==> src/rtl/scroll_shift_register.sv <==
// ---------------------------------------------------------------------------
// scroll_shift_register
//   Universal shift register holding the segment image of NSYM display
//   symbols of SYM bits each (W = SYM*NSYM). Supports parallel load,
//   1-bit or one-symbol steps left/right, shift-with-fill or rotate, and a
//   timed auto-scroll engine that performs a programmed number of steps,
//   one every PRESC clock cycles, reporting busy/done.
//
// Ports
//   clk      clock, all state changes on the rising edge
//   clr_n    synchronous reset, active low
//   load     parallel load of d, highest priority, aborts an auto-scroll
//   d        parallel load data (W bits)
//   s        00 hold, 01 step right, 10 step left, 11 parallel load of d
//   rot      1 = rotate, 0 = shift with fill
//   gran     0 = 1-bit step, 1 = one-symbol (SYM-bit) step
//   ser_in   fill bit for 1-bit shifts
//   fill     fill symbol for symbol shifts
//   step_en  manual mode: one step per cycle using s/rot/gran
//   start    begin an auto-scroll of 'steps' steps
//   steps    number of auto-scroll steps
//   q        register contents
//   busy     auto-scroll in progress
//   done     one-cycle pulse when an auto-scroll completes
// ---------------------------------------------------------------------------
module scroll_shift_register #(
    parameter int SYM   = 7,
    parameter int NSYM  = 4,
    parameter int PRESC = 4,
    parameter int CNT_W = 8
) (
    input  logic                  clk,
    input  logic                  clr_n,
    input  logic                  load,
    input  logic [SYM*NSYM-1:0]   d,
    input  logic [1:0]            s,
    input  logic                  rot,
    input  logic                  gran,
    input  logic                  ser_in,
    input  logic [SYM-1:0]        fill,
    input  logic                  step_en,
    input  logic                  start,
    input  logic [CNT_W-1:0]      steps,
    output logic [SYM*NSYM-1:0]   q,
    output logic                  busy,
    output logic                  done
);

    localparam int W  = SYM * NSYM;
    // Keep the prescaler at least one bit wide so PRESC=1 still elaborates.
    localparam int PW = (PRESC > 1) ? $clog2(PRESC) : 1;
    localparam logic [PW-1:0] PRESC_LAST = PW'(PRESC - 1);

    typedef enum logic [1:0] {
        IDLE = 2'd0,
        RUN  = 2'd1,
        DONE = 2'd2
    } state_t;

    state_t             state_q;
    logic [W-1:0]       q_q;
    logic               busy_q;
    logic               done_q;
    logic [PW-1:0]      presc_q;
    logic [CNT_W-1:0]   cnt_q;
    logic [1:0]         s_q;
    logic               rot_q;
    logic               gran_q;

    // One step of the image. Direction codes 00/11 leave the image unchanged,
    // which is how an auto-scroll started with those codes runs as holds.
    function automatic logic [W-1:0] step_fn(
        input logic [W-1:0]   cur,
        input logic [1:0]     dir,
        input logic           r,
        input logic           g,
        input logic [SYM-1:0] f,
        input logic           sb
    );
        logic [W-1:0] res;
        res = cur;
        case (dir)
            2'b10: begin
                if (g) res = r ? {cur[W-SYM-1:0], cur[W-1:W-SYM]} : {cur[W-SYM-1:0], f};
                else   res = r ? {cur[W-2:0], cur[W-1]}           : {cur[W-2:0], sb};
            end
            2'b01: begin
                if (g) res = r ? {cur[SYM-1:0], cur[W-1:SYM]}     : {f, cur[W-1:SYM]};
                else   res = r ? {cur[0], cur[W-1:1]}             : {sb, cur[W-1:1]};
            end
            default: res = cur;
        endcase
        return res;
    endfunction

    always_ff @(posedge clk) begin
        if (!clr_n) begin
            state_q <= IDLE;
            q_q     <= '0;
            busy_q  <= 1'b0;
            done_q  <= 1'b0;
            presc_q <= '0;
            cnt_q   <= '0;
            s_q     <= 2'b00;
            rot_q   <= 1'b0;
            gran_q  <= 1'b0;
        end else begin
            done_q <= 1'b0;
            if (load) begin
                // Load wins in every state and silently aborts a scroll.
                q_q     <= d;
                state_q <= IDLE;
                busy_q  <= 1'b0;
                presc_q <= '0;
                cnt_q   <= '0;
            end else begin
                case (state_q)
                    IDLE: begin
                        if (start) begin
                            if (steps != '0) begin
                                s_q     <= s;
                                rot_q   <= rot;
                                gran_q  <= gran;
                                cnt_q   <= steps;
                                presc_q <= '0;
                                busy_q  <= 1'b1;
                                state_q <= RUN;
                            end else begin
                                // Zero-length scroll completes immediately.
                                done_q <= 1'b1;
                            end
                        end else if (s == 2'b11) begin
                            q_q <= d;
                        end else if (step_en) begin
                            q_q <= step_fn(q_q, s, rot, gran, fill, ser_in);
                        end
                    end
                    RUN: begin
                        if (presc_q == PRESC_LAST) begin
                            presc_q <= '0;
                            // Direction is latched; fill/ser_in are taken live.
                            q_q     <= step_fn(q_q, s_q, rot_q, gran_q, fill, ser_in);
                            cnt_q   <= cnt_q - 1'b1;
                            if (cnt_q == CNT_W'(1)) begin
                                busy_q  <= 1'b0;
                                done_q  <= 1'b1;
                                state_q <= DONE;
                            end
                        end else begin
                            presc_q <= presc_q + 1'b1;
                        end
                    end
                    DONE: begin
                        state_q <= IDLE;
                    end
                    default: begin
                        state_q <= IDLE;
                    end
                endcase
            end
        end
    end

    assign q    = q_q;
    assign busy = busy_q;
    assign done = done_q;

endmodule

==> config.mk <==
export PLATFORM = sky130hd
export DESIGN_NAME = scroll_shift_register
export DESIGN_NICKNAME = d
export VERILOG_FILES = /design/src/rtl/scroll_shift_register.sv
export SDC_FILE = /design/constraint.sdc
export NUM_CORES = 1
export LEC_CHECK = 0
export ABC_AREA = 1
export BUFFER_PORTS_ARGS = -buffer_cell sky130_fd_sc_hd__buf_2
export CAP_MARGIN = 40
export CORE_UTILIZATION = 30
export CTS_CLUSTER_SIZE = 25
export DETAILED_ROUTE_END_ITERATION = 10
export MAX_ROUTING_LAYER = met4
export PLACE_DENSITY = 0.52
export SLEW_MARGIN = 10
export SYNTH_ARGS = -nofsm -noshare
export SYNTH_HDL_FRONTEND = slang
export SYNTH_SLANG_ARGS = --single-unit
==> constraint.sdc <==
create_clock -name clk -period 2.7 [get_ports clk]
set_clock_uncertainty 0.15 [all_clocks]
set_input_delay 0.135 -clock clk [delete_from_list [all_inputs] [get_ports clk]]
set_output_delay 0.135 -clock clk [all_outputs]
set_load 0.02 [all_outputs]
==> out/summary.md, run 1 <==
## Routing
• **remaining antenna violation count** 0
• **Met3 Wirelength** 1780 um
• **post-route met1 wirelength** 8160 um
• **Wirelength per Cell** 18.0 um
• **drc violations** 0
• **DR pass1 iterations** 7
• **routed via count** 5865
• **Iter 0 DRT Violations** 665
• **mean number of vias per cell** 5.51
• **wire length reported by the detailed router** 19100 um
• **DR top layer** met4
• **routed length on met2** 8580 um

## Run
• **Max Cap Viol** 0

## Logic synthesis
• **synthesized net count** 871
• **Seq cells post-synth** 46
• **top cell type by total area after synthesis** nand2_1
• **number of instances in the synthesized netlist** 814
• **area of the mapped netlist** 0.00447 mm2
• **warning count from the yosys run** 0
• **area share of the largest cell type after synthesis** 0.239
• **proportion of synthesized chip area in sequential cells** 0.206
• **Yosys cell types** 31
• **cell types occupying the most area after synthesis** nand2_1 (24%), dfxtp_1 (21%), nand3_1 (16%)
• **synthesized area per cell** 5.49 um2

## Setup path
• **Setup Crit Path Kind** input pin to register
• **largest driver fanout on the critical path** 15
• **number of cells on the worst reg-to-reg path** 10
• **Max stage delay on crit path** 0.53 ns
• **arrival time worst endpoint** 2.10 ns
• **Top Family by Delay on Critical Path** simple AND/OR/NAND/NOR gates
• **startpoint of the lowest-slack register-to-register path** s_q[1]$_SDFFE_PN0P_
• **cell repeated most along the worst path** nand2_1
• **cells along the critical path** dlygate4sd3_1, buf_2, nand2_1, inv_2, nor2_4, nand3_1, nand3b_1, nand2_1, a21oi_1
• **required time of the critical path** 2.79 ns
• **endpoint type of the worst setup path** register
• **Worst path depth** 9
• **worst flop-to-flop path endpoint** q[12]$_SDFFE_PN0P_
• **type of origin of the critical path** input pin
• **Crit-path slowest cell** dlygate4sd3_1
• **total buffers and inverters traversed by the critical path** 3
• **Reg2Reg Setup Slack** 0.78 ns

## Die
• **Starting Density** 0.307
• **core footprint** 0.0145 mm2
• **Top Ports** 83
• **die width** 124 um
• **area enclosed by the die boundary** 0.0154 mm2
• **Die Y-Extent** 124 um
• **Row Count** 44

## Run status
• **outcome** finished clean

## Placed design
• **cell count after placement** 1041
• **placed cell area** 0.00488 mm2
• **routability cong.** 0.986
• **port bufs** 82
• **post-DP HPWL** 13700 um

## Clock network
• **Skew-Pair Late Insertion Delay** 0.31 ns
• **clock tree from TritonCTS** done
• **number of gates resized after CTS** 0
• **total CTS buffers** 5
• **number of sinks handled by clock tree synthesis** 46
• **Clock H-tree levels** 2
• **CTS Buffer Depth** 2
• **CTS root buf** clkbuf_16
• **Reg clk slew, reported paths** 0.06 ns

## Final layout
• **cell area after layout** 0.00519 mm2
• **number of filler instances in the final layout** 1695
• **ratio of cells with drive above 1 in the final layout** 0.145
• **synth-to-layout area growth** 16.3%
• **most common library cell in the layout ignoring fill and taps** nand2_1
• **final standard cell utilization of the core** 0.357
• **area used by sequential logic in the layout** 921 um2
• **top library cells by usage in the layout, fill and taps aside** nand2_1 (285), nand3_1 (147), nor2_1 (84)
• **final non-filler cell total** 1065
• **area occupied by multi-input gates** 0.00306 mm2
• **number of nets in the final layout** 936

## Power and ir drop
• **peak ir drop on the vdd network** 0.347 mV
• **power dissipated by switching net loads** 981 uW
• **part of the power in the clock network** 0.300
• **Logic pwr share** 0.347
• **switching share of total power** 0.401
• **Leakage** 2.45 nW
• **power density of the placed cells** 470 mW/mm2
• **sequential group share of total power** 0.354
• **cell-internal power** 1.46 mW

## STA
• **max-slew violation count** 0
• **unrepaired setup endpoints after global routing** no
• **setup TNS** 0 ns
• **final number of setup-violating endpoints** 0
• **headroom to the max-slew limit** 0.550
• **Tmin final** 2.01 ns
• **final hold viol count** 0
• **share of the clock period used by the worst path after layout** 0.745
• **achievable frequency** 497 MHz
• **transition time of the tightest slew-check pin** 0.674 ns

## GRT
• **via count of the first global-routing pass** 5045
• **combined global-route utilization of all metal layers** 0.257
• **largest net degree at the start of global routing** 42
• **initial antenna violation count** 1
• **grt ovf** 0
• **global-route wire length before repair** 28600 um

## Worst hold path
• **worst min-delay path class** input pin to register
• **hold-critical path endpoint** cnt_q[6]$_SDFFE_PP0P_
• **origin of the worst min-delay path** steps[6]
• **WHS Path Cells** 5

[layer usage]
metal / track usage / up-vias
li1: - / 2830
met1: 0.345 / 2655
met4: 0.106 / 0
met5: - / -
met2: 0.379 / 331
met3: 0.0408 / 49
[state kept, by name (all words and copies together) (netlist names)]
name / count
gran_q: 1
q: 28
done: 1
rot_q: 1
cnt_q: 8
presc_q: 2
busy: 1
state_q: 2
s_q: 2
[stage by stage]
step	hold slack, ns	setup WS [ns]	power, mW
6_report	0.0193	0.690	2.44
5_1_grt	0.0723	0.556	2.57
4_1_cts	0.00977	0.766	2.44
3_5_place_dp	0.274	0.790	1.69
3_3_place_gp	0.267	0.795	1.70
2_1_floorplan	0.123	1.07	1.42
[Yosys cell counts (all sizes together)]
master	number
a21oi	45
clkbuf	7
ha	4
inv	42
o211ai	1
nand3	148
buf	45
a22oi	4
a21boi	3
nand4	10
o21ai	58
and2	1
nor2	94
a211oi	1
nor3	2
dfxtp	46
xor2	2
nand2	287
nand3b	6
a31oi	8
[tightest hold or removal path, cell delays in order]
cell and delay (ns):
buf_2 0.09, nand2_1 0.04, o21ai_0 0.06, nor2_1 0.04, nor2_1 0.07
[area by class of cell]
class | count | share of cell area
clock inverter | 1 | 0.00578
inverter | 42 | 0.0303
tap | 184 | 0.0443
antenna | 1 | 0.000482
timing repair buffer | 110 | 0.127
multi-input combinational | 674 | 0.590
clock buffer | 7 | 0.0255
sequential | 46 | 0.177
[power groups by stage]
stage	registers, mW	clock network (mW)	logic (mW)
global route	0.868	0.766	0.940
finish	0.864	0.732	0.847
detailed placement	0.872	0	0.815
CTS	0.858	0.747	0.834
global placement	0.877	0	0.818
floorplan	0.868	0	0.551
[what timing repair did]
action,CTS,global route
endpoints found under the hold margin,15,0
endpoints found under the setup margin,0,0
buffers inserted,0,0
hold buffers,15,0
[logic make-up (layout without fill, tap and decap cells)]
group,after synthesis,count (layout),share of synthesized area
compound gates,120,120,0.147
xor+xnor,2,2,0.00392
fa+ha+maj,4,4,0.0112
buf+inv,94,160,0.108
flops,46,46,0.206
other cells,0,1,0
simple gates,548,548,0.524
[how the worst max path moves through the flow]
stage                            end  slack [ns]                     from
2_1_floorplan     q[11]$_SDFFE_PN0P_        1.07      s_q[1]$_SDFFE_PN0P_
3_3_place_gp      q[20]$_SDFFE_PN0P_        0.80      s_q[1]$_SDFFE_PN0P_
3_5_place_dp      q[12]$_SDFFE_PN0P_        0.79      s_q[1]$_SDFFE_PN0P_
4_1_cts           q[23]$_SDFFE_PN0P_        0.77                     s[1]
5_1_grt        cnt_q[0]$_SDFFE_PP0P_        0.56  state_q[1]$_SDFFE_PP0P_
6_report          q[23]$_SDFFE_PN0P_        0.69                     s[1]
Power figures use the tool's default switching activity.
==> run 2: changes to the inputs <==
Clock period 2.7 ns to 1.95 ns, I/O delays scaled along.
==> run 2 against run 1 <==
Effect of this change: final cell count grew 3.2%; clock power grew 39%; utilization grew 2.3 points; die area is the same; total power grew 43%; clock-buffer cell count shrank 1; cell area grew 6.6%; global-route usage grew 0.79 points; combinational power grew 55%; routed wire length grew 2.7%; largest power group is now combinational cells.
==> out/summary.md, run 2 (synthesized netlist as in run 1, its figures left out) <==
## Final layout
• **top library cells by usage in the layout, fill and taps aside** nand2_1 (285), nand3_1 (147), nor2_1 (83)
• **ratio of cells with drive above 1 in the final layout** 0.176
• **flip-flop count of the largest register, all copies and words added** 28
• **synth-to-layout area growth** 23.9%
• **cell area after layout** 0.00554 mm2
• **number of filler instances in the final layout** 1692
• **most common library cell in the layout ignoring fill and taps** nand2_1
• **number of nets in the final layout** 970

## Die
• **core footprint** 0.0145 mm2
• **Starting Density** 0.307
• **Die Y-Extent** 124 um
• **Top Ports** 83
• **Row Count** 44
• **die width** 124 um
• **area enclosed by the die boundary** 0.0154 mm2

## Routing
• **DR pass1 iterations** 5
• **Wirelength per Cell** 17.9 um
• **drc violations** 0
• **Iter 0 DRT Violations** 646
• **remaining antenna violation count** 0
• **routed via count** 5919
• **wire length reported by the detailed router** 19700 um
• **mean number of vias per cell** 5.39

## STA
• **Tmin final** 1.85 ns
• **headroom to the max-slew limit** 0.671
• **share of the clock period used by the worst path after layout** 0.950
• **least setup slack across all paths after layout** 0.0981 ns
• **final hold viol count** 0
• **achievable frequency** 540 MHz
• **setup TNS** 0 ns
• **unrepaired setup endpoints after global routing** no
• **final number of setup-violating endpoints** 0
• **max-slew violation count** 0
• **transition time of the tightest slew-check pin** 0.489 ns

## Setup path
• **endpoint type of the worst setup path** register
• **type of origin of the critical path** input pin
• **Setup Crit Path Kind** input pin to register
• **required time of the critical path** 2.06 ns
• **arrival time worst endpoint** 1.96 ns
• **largest driver fanout on the critical path** 15

## Placed design
• **placed cell area** 0.00515 mm2
• **port bufs** 82
• **worst setup slack before clock tree synthesis** 0.130 ns
• **routability cong.** 1.02
• **post-DP HPWL** 14600 um

## Clock network
• **number of sinks handled by clock tree synthesis** 46
• **Skew-Pair Late Insertion Delay** 0.31 ns
• **Reg clk slew, reported paths** 0.08 ns
• **Clock H-tree levels** 2
• **clock tree from TritonCTS** done
• **CTS root buf** clkbuf_16
• **total CTS buffers** 5
• **CTS Buffer Depth** 2

## Run status
• **outcome** finished clean

## GRT
• **global-route wire length before repair** 29400 um
• **grt ovf** 0
• **via count of the first global-routing pass** 5271
• **largest net degree at the start of global routing** 42
• **combined global-route utilization of all metal layers** 0.264
• **initial antenna violation count** 1

## Power and ir drop
• **cell-internal power** 2.11 mW
• **switching share of total power** 0.398
• **Logic pwr share** 0.374
• **peak ir drop on the vdd network** 0.318 mV
• **power dissipated by switching net loads** 1.39 mW
• **sequential group share of total power** 0.334
• **part of the power in the clock network** 0.292
• **power density of the placed cells** 633 mW/mm2
• **total power of the final layout** 3.50 mW
• **Leakage** 2.64 nW

## Run
• **Max Cap Viol** 0

## Worst hold path
• **worst min-delay path class** input pin to register

-- run 2: cell types whose count changed in the layout (fill, tap and decap cells not counted), moves of 2 or more --
cell           change
buf_12             +5
buf_4             +25
dlygate4sd3_1      +3
o21ai_0            -2
o21ai_1            +2
-- run 2: worst paths after layout --
check	startpoint	endpoint	slack, ns	cells past startpoint
setup / recovery	s[1]	q[19]$_SDFFE_PN0P_	0.1	9
hold / removal	d[0]	q[0]$_SDFFE_PN0P_	0.05	5
setup reg to reg	s_q[1]$_SDFFE_PN0P_	q[1]$_SDFFE_PN0P_	0.18	10
hold reg to reg	busy$_SDFFE_PP0P_	busy$_SDFFE_PP0P_	0.30	2
-- run 2: repair_timing --
action	4_1_cts	5_1_grt
setup endpoints to repair	0	11
hold buffers	18	0
endpoints found under the hold margin	18	0
buffers inserted	0	3
resized for setup	0	5
-- run 2: final cells by class --
cell class,instances,area (um2),share of cell area
Multi-Input combinational cell,674,3070,0.555
Timing Repair Buffer,144,987,0.178
Sequential cell,46,921,0.166
Tap cell,184,230,0.0416
Inverter,42,158,0.0285
Clock buffer,6,129,0.0233
Clock inverter,2,37.5,0.00678
Antenna cell,1,2.50,0.000452
-- run 2: metal layers --
layer	part of all wire	routed length [um]	GRT usage
met1	0.43	8530	0.349
met2	0.45	8800	0.403
met3	0.083	1630	0.0398
met4	0.036	708	0.105
met5	0	0	-
-- run 2: stage by stage --
stage                      util  hold slack (ns)  instances
final                     0.381           0.0495       1099
after global placement    0.355            0.239       1069
after floorplan               -           0.0859        814
after global routing      0.381           0.0920       1099
after detailed placement  0.355            0.233       1069
after CTS                 0.378           0.0495       1095
-- run 2: critical path, cell delays in order --
cell and delay (ns):
dlygate4sd3_1 0.53, buf_2 0.14, nand2_1 0.13, inv_2 0.16, nor2_4 0.39, nand3_1 0.14
a21oi_1 0.22, o21ai_1 0.10, inv_1 0.05
-- run 2: power groups by stage --
stage / clock (mW) / combinational [mW] / sequential [mW]
global route: 1.08 / 1.44 / 1.17
floorplan: 0 / 0.763 / 1.20
detailed placement: 0 / 1.25 / 1.18
finish: 1.02 / 1.31 / 1.17
global placement: 0 / 1.26 / 1.19
CTS: 1.04 / 1.28 / 1.16
